**config.mk**
```make
export PLATFORM = sky130hd
export DESIGN_NAME = fetch_unit
export DESIGN_NICKNAME = d
export VERILOG_FILES = /design/src/rtl/fetch_unit.sv
export SDC_FILE = /design/constraint.sdc
export NUM_CORES = 1
export LEC_CHECK = 0
export CAP_MARGIN = 20
export CORE_AREA = 2 2 210 212
export DETAILED_ROUTE_END_ITERATION = 10
export DIE_AREA = 0 0 212 214
export PLACE_DENSITY = 0.62
export SLEW_MARGIN = 5
export SYNTH_ARGS = -nofsm -noshare
export SYNTH_HDL_FRONTEND = slang
export SYNTH_SLANG_ARGS = --single-unit
```
**constraint.sdc**
```tcl
create_clock -name clk -period 16.3 [get_ports clk]
set_clock_uncertainty 0.15 [all_clocks]
set_input_delay 3.26 -clock clk [delete_from_list [all_inputs] [get_ports clk]]
set_output_delay 3.26 -clock clk [all_outputs]
set_load 0.02 [all_outputs]
```
**src/rtl/fetch_unit.sv**
```systemverilog
// Dual-issue instruction fetch front end: owns the PC, issues pair reads to a
// registered ROM, buffers returned pairs in a show-ahead FIFO for decode.
module fetch_unit #(
  parameter int unsigned ADDR_W   = 10,
  parameter int unsigned DEPTH    = 4,
  parameter logic [31:0] RESET_PC = 32'h0
) (
  input  logic              clk,
  input  logic              rst,
  output logic [ADDR_W-1:0] rom_addr,
  input  logic [31:0]       rom_instr1,
  input  logic [31:0]       rom_instr2,
  input  logic              redirect_valid,
  input  logic [31:0]       redirect_pc,
  input  logic              dec_ready,
  output logic              dec_valid,
  output logic [31:0]       dec_pc,
  output logic [31:0]       dec_instr1,
  output logic [31:0]       dec_instr2
);

  localparam int unsigned PC_W  = ADDR_W + 2;
  localparam int unsigned PTR_W = (DEPTH > 1) ? $clog2(DEPTH) : 1;
  localparam int unsigned CNT_W = $clog2(DEPTH + 1);
  localparam int unsigned OCC_W = CNT_W + 1;
  localparam logic [31:0] NOP   = 32'h0000_0013;

  localparam logic [ADDR_W-1:0] LAST_WORD = '1;
  localparam logic [PC_W-1:0]   RST_PC    = {RESET_PC[PC_W-1:2], 2'b00};

  logic [PC_W-1:0]  fetch_pc_q, fetch_pc_d;
  logic [PC_W-1:0]  inflight_pc_q, inflight_pc_d;
  logic             inflight_q, inflight_d;
  logic [PTR_W-1:0] rd_ptr_q, rd_ptr_d;
  logic [PTR_W-1:0] wr_ptr_q, wr_ptr_d;
  logic [CNT_W-1:0] count_q, count_d;

  logic [PC_W-1:0]  pc_mem_q [DEPTH];
  logic [PC_W-1:0]  pc_mem_d [DEPTH];
  logic [31:0]      i1_mem_q [DEPTH];
  logic [31:0]      i1_mem_d [DEPTH];
  logic [31:0]      i2_mem_q [DEPTH];
  logic [31:0]      i2_mem_d [DEPTH];

  logic             dec_valid_q, dec_valid_d;
  logic [31:0]      dec_pc_q, dec_pc_d;
  logic [31:0]      dec_instr1_q, dec_instr1_d;
  logic [31:0]      dec_instr2_q, dec_instr2_d;

  logic             issue;
  logic             push;
  logic             pop;
  logic [OCC_W-1:0] occupancy;
  logic [31:0]      ret_instr2;
  logic             unused_bits;

  assign unused_bits = ^redirect_pc;
  assign rom_addr    = fetch_pc_q[PC_W-1:2];
  assign dec_valid   = dec_valid_q;
  assign dec_pc      = dec_pc_q;
  assign dec_instr1  = dec_instr1_q;
  assign dec_instr2  = dec_instr2_q;

  // Issue is gated on buffered plus in-flight pairs so a returning pair always has a slot.
  assign occupancy  = OCC_W'(count_q) + OCC_W'(inflight_q);
  assign issue      = !redirect_valid && (occupancy < OCC_W'(DEPTH));
  assign push       = inflight_q && !redirect_valid;
  assign pop        = (count_q != '0) && dec_ready && !redirect_valid;
  assign ret_instr2 = (inflight_pc_q[PC_W-1:2] == LAST_WORD) ? NOP : rom_instr2;

  always_comb begin
    fetch_pc_d    = fetch_pc_q;
    inflight_pc_d = inflight_pc_q;
    inflight_d    = 1'b0;
    rd_ptr_d      = rd_ptr_q;
    wr_ptr_d      = wr_ptr_q;
    count_d       = count_q;
    pc_mem_d      = pc_mem_q;
    i1_mem_d      = i1_mem_q;
    i2_mem_d      = i2_mem_q;

    if (redirect_valid) begin
      fetch_pc_d = {redirect_pc[PC_W-1:2], 2'b00};
      rd_ptr_d   = '0;
      wr_ptr_d   = '0;
      count_d    = '0;
    end else begin
      if (issue) begin
        fetch_pc_d    = fetch_pc_q + PC_W'(8);
        inflight_d    = 1'b1;
        inflight_pc_d = fetch_pc_q;
      end
      if (push) begin
        pc_mem_d[wr_ptr_q] = inflight_pc_q;
        i1_mem_d[wr_ptr_q] = rom_instr1;
        i2_mem_d[wr_ptr_q] = ret_instr2;
        wr_ptr_d           = wr_ptr_q + PTR_W'(1);
      end
      if (pop) begin
        rd_ptr_d = rd_ptr_q + PTR_W'(1);
      end
      count_d = count_q + CNT_W'(push) - CNT_W'(pop);
    end
  end

  // Head registers track the post-edge FIFO head, so a fresh push to an empty FIFO shows at once.
  always_comb begin
    dec_valid_d  = (count_d != '0);
    dec_pc_d     = '0;
    dec_instr1_d = '0;
    dec_instr2_d = '0;
    if (dec_valid_d) begin
      dec_pc_d     = 32'(pc_mem_d[rd_ptr_d]);
      dec_instr1_d = i1_mem_d[rd_ptr_d];
      dec_instr2_d = i2_mem_d[rd_ptr_d];
    end
  end

  always_ff @(posedge clk or posedge rst) begin
    if (rst) begin
      fetch_pc_q    <= RST_PC;
      inflight_pc_q <= '0;
      inflight_q    <= 1'b0;
      rd_ptr_q      <= '0;
      wr_ptr_q      <= '0;
      count_q       <= '0;
      dec_valid_q   <= 1'b0;
      dec_pc_q      <= '0;
      dec_instr1_q  <= '0;
      dec_instr2_q  <= '0;
      for (int i = 0; i < int'(DEPTH); i++) begin
        pc_mem_q[i] <= '0;
        i1_mem_q[i] <= '0;
        i2_mem_q[i] <= '0;
      end
    end else begin
      fetch_pc_q    <= fetch_pc_d;
      inflight_pc_q <= inflight_pc_d;
      inflight_q    <= inflight_d;
      rd_ptr_q      <= rd_ptr_d;
      wr_ptr_q      <= wr_ptr_d;
      count_q       <= count_d;
      dec_valid_q   <= dec_valid_d;
      dec_pc_q      <= dec_pc_d;
      dec_instr1_q  <= dec_instr1_d;
      dec_instr2_q  <= dec_instr2_d;
      pc_mem_q      <= pc_mem_d;
      i1_mem_q      <= i1_mem_d;
      i2_mem_q      <= i2_mem_d;
    end
  end

  // A push into a full FIFO means the issue gating has been broken.
  always_ff @(posedge clk) begin
    if (!rst && push) begin
      assert (count_q != CNT_W'(DEPTH));
    end
  end

endmodule

```
==> metrics.md, run 1 <==
| Metric | Value |
|---|---|
| Remaining antenna violation count | 0 |
| Share of flip-flops with an asynchronous set or reset | 100.0% |
| Routed via count | 12450 |
| Placed Area | 19110 um^2 |
| Largest net degree at the start of global routing | 173 |
| Post-CTS Resized | 0 |
| Commonest non-fill, non-tap cell in the layout | dfrtp_1 |
| Mapped Cells | 1642 |
| CTS max path bufs | 3 |
| Worst Reg-to-Reg Cells | 12 |
| Worst hold stages | 2 |
| Distinct cells, synth | 45 |
| Worst R2R End | dec_instr1[21] |
| Slew margin rel. | 26.66% |
| WHS Endpoint | i1_mem_q[31] |
| Worst Path Arrival | 6900 ps |
| Final Instance Area | 20650 um^2 |
| Tot Pwr | 3.900 mW |
| Vias in the first global route | 12900 |
| Flop2flop setup slack | 12410 ps |
| Worst Setup End Kind | flop |
| CTS tree | done |
| Cts hold-fix bufs | 0 |
| Crit-path max FO | 38 |
| R2r startpoint | count_q[1] |
| Simple-gate share of the synthesized area | 11.20% |
| Seq/Total Area, Yosys | 59.77% |
| Req. time, crit path | 16580 ps |
| Initial Util | 39.93% |
| First-pass GRT wire length | 72.13 mm |
| Width of the die | 212 um |
| HP Start | i1_mem_q[31] |
| Avg Synthesized Cell Area | 10.43 um^2 |
| Mux cell area share after synthesis | 8.644% |
| # rows | 76 |
| Post-layout min period | 6622 ps |
| Total clock sinks | 409 |
| Worst Hold Class | flop to flop |
| Max Clock Freq | 0.1510 GHz |
| Final setup viols | 0 |
| Primary FF master, synth | dfrtp_1 |
| Setup CP Type | input port to flop |
| Post-synthesis compound-gate area fraction | 14.07% |
| Final Cycle Share | 40.63% |
| TritonRoute pass-1 iters | 5 |
| Max_cap viols | 0 |
| Maximum vdd ir drop | 0.1111 mV |
| GR Overflow Total | 0 |
| DPL Wire Length | 24.29 mm |
| Layout cells sized above 1 | 8.496% |
| Clock slew at reported path FFs | 60 ps |
| Chip height | 214 um |
| Max Slew Vio Count | 0 |
| Type of origin of the critical path | input port |
| CTS Buf Count | 45 |
| Drt total wl | 45.07 mm |
| Post-CTS Setup Bufs | 0 |
| Final core utilization | 48.14% |
| Leak | 9.812 nW |
| H-tree depth | 2 |
| Pwr per Cell Area | 188.9 nW/um^2 |
| Die ar. | 45370 um^2 |
| Drt wl/cell | 18.97 um |
| IO buf count | 164 |
| Clk_lat worst skew | 570 ps |
| DRC violations left | 0 |
| FF+latch count, synth | 409 |
| Main combinational cell family by area after synthesis | compound AO/OA/AOI/OAI gates |
| Total GRT Usage | 20.18% |
| Worst slew pin tran | 1100 ps |
| Core Region | 42890 um^2 |
| Drt initial violations | 931 |
| Root buffer cell | clkbuf_16 |
| Initial antenna violation count | 4 |
| Num ports | 207 |
| Layout area overhead | 20.57% |
| Nets | 1863 |
| Synthesized area | 17120 um^2 |
| Number of flops mapped to enable cells by yosys | 0 |
| Setup TNS | 0 ps |
| Vias/cell | 5.238 |
| Synth warn | 0 |
| Status | complete, no violations |
| Unrepaired setup endpoints after global routing | false |
| Gpl congestion | 0.7614 |
| Xor and xnor area share after synthesis | 0.6138% |
| Fin. Hold Viols | 0 |
| Adder-Cell Fraction of Synth Area | 0.7014% |
| Most frequent cells in the layout | dfrtp_1, nand2_1, o21ai_0 |
| Filler Cell Count | 3923 |
==> cells in the mapped netlist (all sizes together), types with 2 or more instances <==
library cell  instances  area (um^2)
dfrtp               409        10230
nand2               258        968.4
o21ai               212         1061
nor2                193        724.4
mux2i               107         1075
clkbuf               77        289.0
o22ai                74        462.9
buf                  64        407.9
o32ai                44        385.4
inv                  40        150.1
mux2                 36        405.4
a21oi                32        160.2
a22o                 29        254.0
and2                 10        62.56
ha                    8        100.1
xnor2                 8        70.07
nand3                 4        20.02
nand3b                4        30.03
nand4                 4        25.02
xor2                  4        35.03
nor3                  3        15.01
nor4                  3        18.77
and3b                 2        17.52
o31ai                 2        28.78
==> layer usage <==
metal,vias to the layer above,share of wire [%],GRT usage [%]
met5,-,0.055,0
met4,4,1.9,5.610
met3,68,5.6,4.076
met2,318,48,32.56
met1,6237,45,27.65
li1,5819,-,-
==> metrics by stage <==
stage	setup WS (ps)	hold WS [ps]	instances
2_1_floorplan	1510	290.1	1661
3_3_place_gp	9086	307.0	2292
3_5_place_dp	9080	309.1	2292
4_1_cts	9666	324.5	2374
5_1_grt	9420	344.6	2376
6_report	9678	323.4	2376
==> critical path, stage by stage <==
cell,delay [ps]
clkdlybuf4s50_1,460
buf_4,330
nor2_1,100
ha_1,290
inv_1,60
ha_1,130
inv_1,50
fa_1,390
xnor2_1,150
a31oi_1,380
a21bo_2,450
buf_4,360
o32ai_1,440
==> final cells by class <==
| type | instances | area, um^2 | area share, % |
|---|---|---|---|
| multi-input combinational | 1070 | 6155 | 29.81 |
| clock buffer | 65 | 1393 | 6.745 |
| inverter | 41 | 163.9 | 0.7939 |
| antenna | 2 | 5.005 | 0.02424 |
| timing repair buffer | 187 | 1827 | 8.848 |
| clock inverter | 17 | 136.4 | 0.6606 |
| sequential | 409 | 10230 | 49.57 |
| tap | 585 | 732.0 | 3.545 |
==> worst max path at each step <==
| stage | cells past startpoint | slack, ps | end | from |
|---|---|---|---|---|
| after floorplan | 1 | 1510 | count_q[0] | rst |
| after global placement | 13 | 9090 | dec_instr1[25] | redirect_valid |
| after detailed placement | 13 | 9080 | dec_pc[8] | redirect_valid |
| after CTS | 13 | 9670 | dec_instr1[21] | redirect_valid |
| after global routing | 13 | 9420 | dec_instr2[3] | redirect_valid |
| final | 13 | 9680 | dec_instr1[21] | redirect_valid |
==> flip-flops by register name (all words and copies together) (netlist names) <==
signal         count
count_q            3
dec_instr1        32
dec_instr2        32
dec_pc            12
dec_valid          1
fetch_pc_q        10
i1_mem_q         128
i2_mem_q         128
inflight_pc_q     10
inflight_q         1
pc_mem_q          48
rd_ptr_q           2
wr_ptr_q           2
==> power breakdown <==
group          total [mW]  internal, mW  switching, mW
clock                1.03         0.610          0.416
sequential           1.60          1.43          0.171
combinational        1.27         0.512          0.760
total                3.90          2.55           1.35
==> cells by family (layout without fill, tap and decap cells) <==
kind of cell | Yosys count | count (layout)
muxes | 143 | 143
AOI/OAI and AO/OA | 400 | 400
xor gates and xnor gates | 12 | 12
other | 1 | 22
buffers and inverters | 182 | 310
adders and majority gates | 9 | 9
DFF | 409 | 409
and+or+nand+nor | 486 | 486
(Power assumes the default switching activity.)
==> run 2, diff against run 1 <==
- PLACE_DENSITY: 0.62 -> 0.65
- clock period: 16.3 -> 5.5 ns (I/O delays scaled with it)
==> run 2 against run 1 <==
First-iteration DRC count fell by 11%. Setup slack worse by 8500 ps. Combinational power grew to 3.0 times the previous value. Total power increased to 2.9 times the previous value. Sequential cell count unchanged. Worst hold slack improved by 1.4 ps. Wire length down 0.21%. Clock power rose to 2.9 times the previous value. Utilization barely moved. Largest power group unchanged.
==> metrics.md, run 2 (synthesis results as in run 1) <==
| Metric | Value |
|---|---|
| Initial Util | 39.93% (unchanged) |
| Layout cells sized above 1 | 8.185% (-0.31 points) |
| Width of the die | 212 um (unchanged) |
| Drt initial violations | 827 (-11%) |
| Num ports | 207 (unchanged) |
| Clk_lat worst skew | 570 ps (about the same) |
| WHS Endpoint | i1_mem_q[88] |
| Final Instance Area | 20660 um^2 (about the same) |
| Total clock sinks | 409 (unchanged) |
| Placed Area | 19200 um^2 (+0.45%) |
| Worst hold slack | 324.8 ps (+1.408 ps) |
| CTS tree | done |
| Status | complete, no violations |
| Vias/cell | 5.256 (+0.33%) |
| Worst hold stages | 2 (unchanged) |
| Leak | 9.792 nW (-0.21%) |
| Root buffer cell | clkbuf_16 |
| Final Cycle Share | 77.92% |
| Vias in the first global route | 12920 (+0.16%) |
| Fin. Hold Viols | 0 (unchanged) |
| Final setup viols | 0 (unchanged) |
| Delay of the slowest critical-path stage | 580 ps (+120 ps) |
| Maximum vdd ir drop | 0.2717 mV (+140%) |
| Critical path's top delay family | compound AO/OA/AOI/OAI gates |
| Crit-path max FO | 32 (-16%) |
| Drt wl/cell | 18.85 um (-0.63%) |
| Gpl congestion | 0.7613 (about the same) |
| CTS Buf Count | 45 (unchanged) |
| DRC violations left | 0 (unchanged) |
| Final WS setup | 1215 ps (-8463 ps) |
| Worst path cell trace | clkdlybuf4s50_1 > o31ai_4 > nor2_1 > ha_1 > inv_1 > ha_1 > inv_1 > fa_1 > xnor2_1 > a31oi_1 > a21bo_2 > buf_4 > o32ai_1 |
| Max_cap viols | 0 (unchanged) |
| Worst Setup End Kind | flop |
| Routed via count | 12540 (+0.76%) |
| R2r startpoint | count_q[1] |
| Worst Path Arrival | 4580 ps (-2320 ps) |
| Drt total wl | 44.98 mm (-0.21%) |
| Worst Reg-to-Reg Cells | 12 (unchanged) |
| Post-CTS Resized | 0 (unchanged) |
| Die ar. | 45370 um^2 (unchanged) |
| Post-layout min period | 4285 ps |
| Setup CP Type | input port to flop |
| Most frequent cells in the layout | dfrtp_1, nand2_1, o21ai_0 |
| Cts hold-fix bufs | 0 (unchanged) |
| Largest net degree at the start of global routing | 143 (-17%) |
| Commonest non-fill, non-tap cell in the layout | dfrtp_1 |
| Core Region | 42890 um^2 (unchanged) |
| Remaining antenna violation count | 0 (unchanged) |
| Nets | 1871 (+0.43%) |
| Layout area overhead | 20.64% (about the same) |
| Pwr per Cell Area | 556.6 nW/um^2 (+190%) |
| Max Clock Freq | 0.2334 GHz |
| Slowest stage cell, crit path | a21bo_2 |
| IO buf count | 164 (unchanged) |
| Max Slew Vio Count | 0 (unchanged) |
| Worst path bufs/invs | 4 (-1) |
| Unrepaired setup endpoints after global routing | false |
| Req. time, crit path | 5800 ps (-10780 ps) |
| CP Launch Point | dec_ready |
| TritonRoute pass-1 iters | 5 (unchanged) |
| Total GRT Usage | 19.86% (-0.32 points) |
| GR Overflow Total | 0 (unchanged) |
| DP Worst Slack | 642.4 ps (-8437 ps) |
| HP Start | i1_mem_q[88] |
| Chip height | 214 um (unchanged) |
| First-pass GRT wire length | 71.13 mm (-1.4%) |
| H-tree depth | 2 (unchanged) |
| Filler Cell Count | 3918 (-0.13%) |
| Worst slew pin tran | 1048 ps (-51.93 ps) |
| Worst R2R End | dec_instr1[25] |
| Type of origin of the critical path | input port |
| # rows | 76 (unchanged) |
| DPL Wire Length | 24.99 mm (+2.9%) |
| Top Registers | i1_mem_q x128, i2_mem_q x128, pc_mem_q x48 |
| Flop2flop setup slack | 1550 ps (-10860 ps) |
| Worst Hold Class | flop to flop |
| Slew margin rel. | 30.13% (+3.5 points) |
| Post-CTS Setup Bufs | 0 (unchanged) |
| Initial antenna violation count | 2 (-2) |
| Clock slew at reported path FFs | 60 ps (about the same) |
| CTS max path bufs | 3 (unchanged) |
[run 2: layout make-up]
type                    instances  area [um^2]  area share (%)
diodes                          5        12.51         0.06057
clock buffers                  68         1313           6.353
clock inverters                13        136.4          0.6602
inverters                      41        160.2          0.7752
multi-input cells            1070         6146           29.75
flip-flops and latches        409        10230           49.54
well taps                     585        732.0           3.543
repair buffers                195         1924           9.315
[run 2: metrics by stage]
step                setup TNS, ps  util [%]  instances  total power, mW
floorplan                 -516010         -       1661            7.297
global placement                0     44.76       2300            8.421
detailed placement              0     44.76       2300            8.576
CTS                             0     48.14       2381            11.59
global route                    0     48.15       2382            12.24
finish                          0     48.17       2386            11.50
[run 2: worst min-delay path, stage by stage (launching register included)]
cell     delay, ps
dfrtp_1        330
nand2_1         50
o21ai_0         60
[run 2: per-layer routing]
| layer | global-route usage (%) | wire, um | share of wire [%] | vias up |
|---|---|---|---|---|
| met5 | 0 | 0 | 0 | - |
| met4 | 6.925 | 1008 | 2.2 | 0 |
| met3 | 3.812 | 2883 | 6.4 | 72 |
| met2 | 32.05 | 21310 | 47 | 354 |
| met1 | 26.74 | 19770 | 44 | 6261 |
| li1 | - | - | - | 5853 |
[run 2: where the power goes]
group          leakage (nW)  switching, mW  internal (mW)
Sequential             5.28          0.522           4.24
Clock                 0.712           1.22           1.74
Combinational          3.80           2.24           1.53
[run 2: how the worst max path moves through the flow]
stage / cells past startpoint / slack (ps) / endpoint
after floorplan: 1 / -1260 / count_q[0]
after global placement: 13 / 750 / dec_instr1[25]
after detailed placement: 13 / 640 / dec_instr1[25]
after CTS: 13 / 1250 / dec_instr1[25]
after global routing: 13 / 970 / dec_instr1[7]
final: 13 / 1210 / dec_instr1[25]
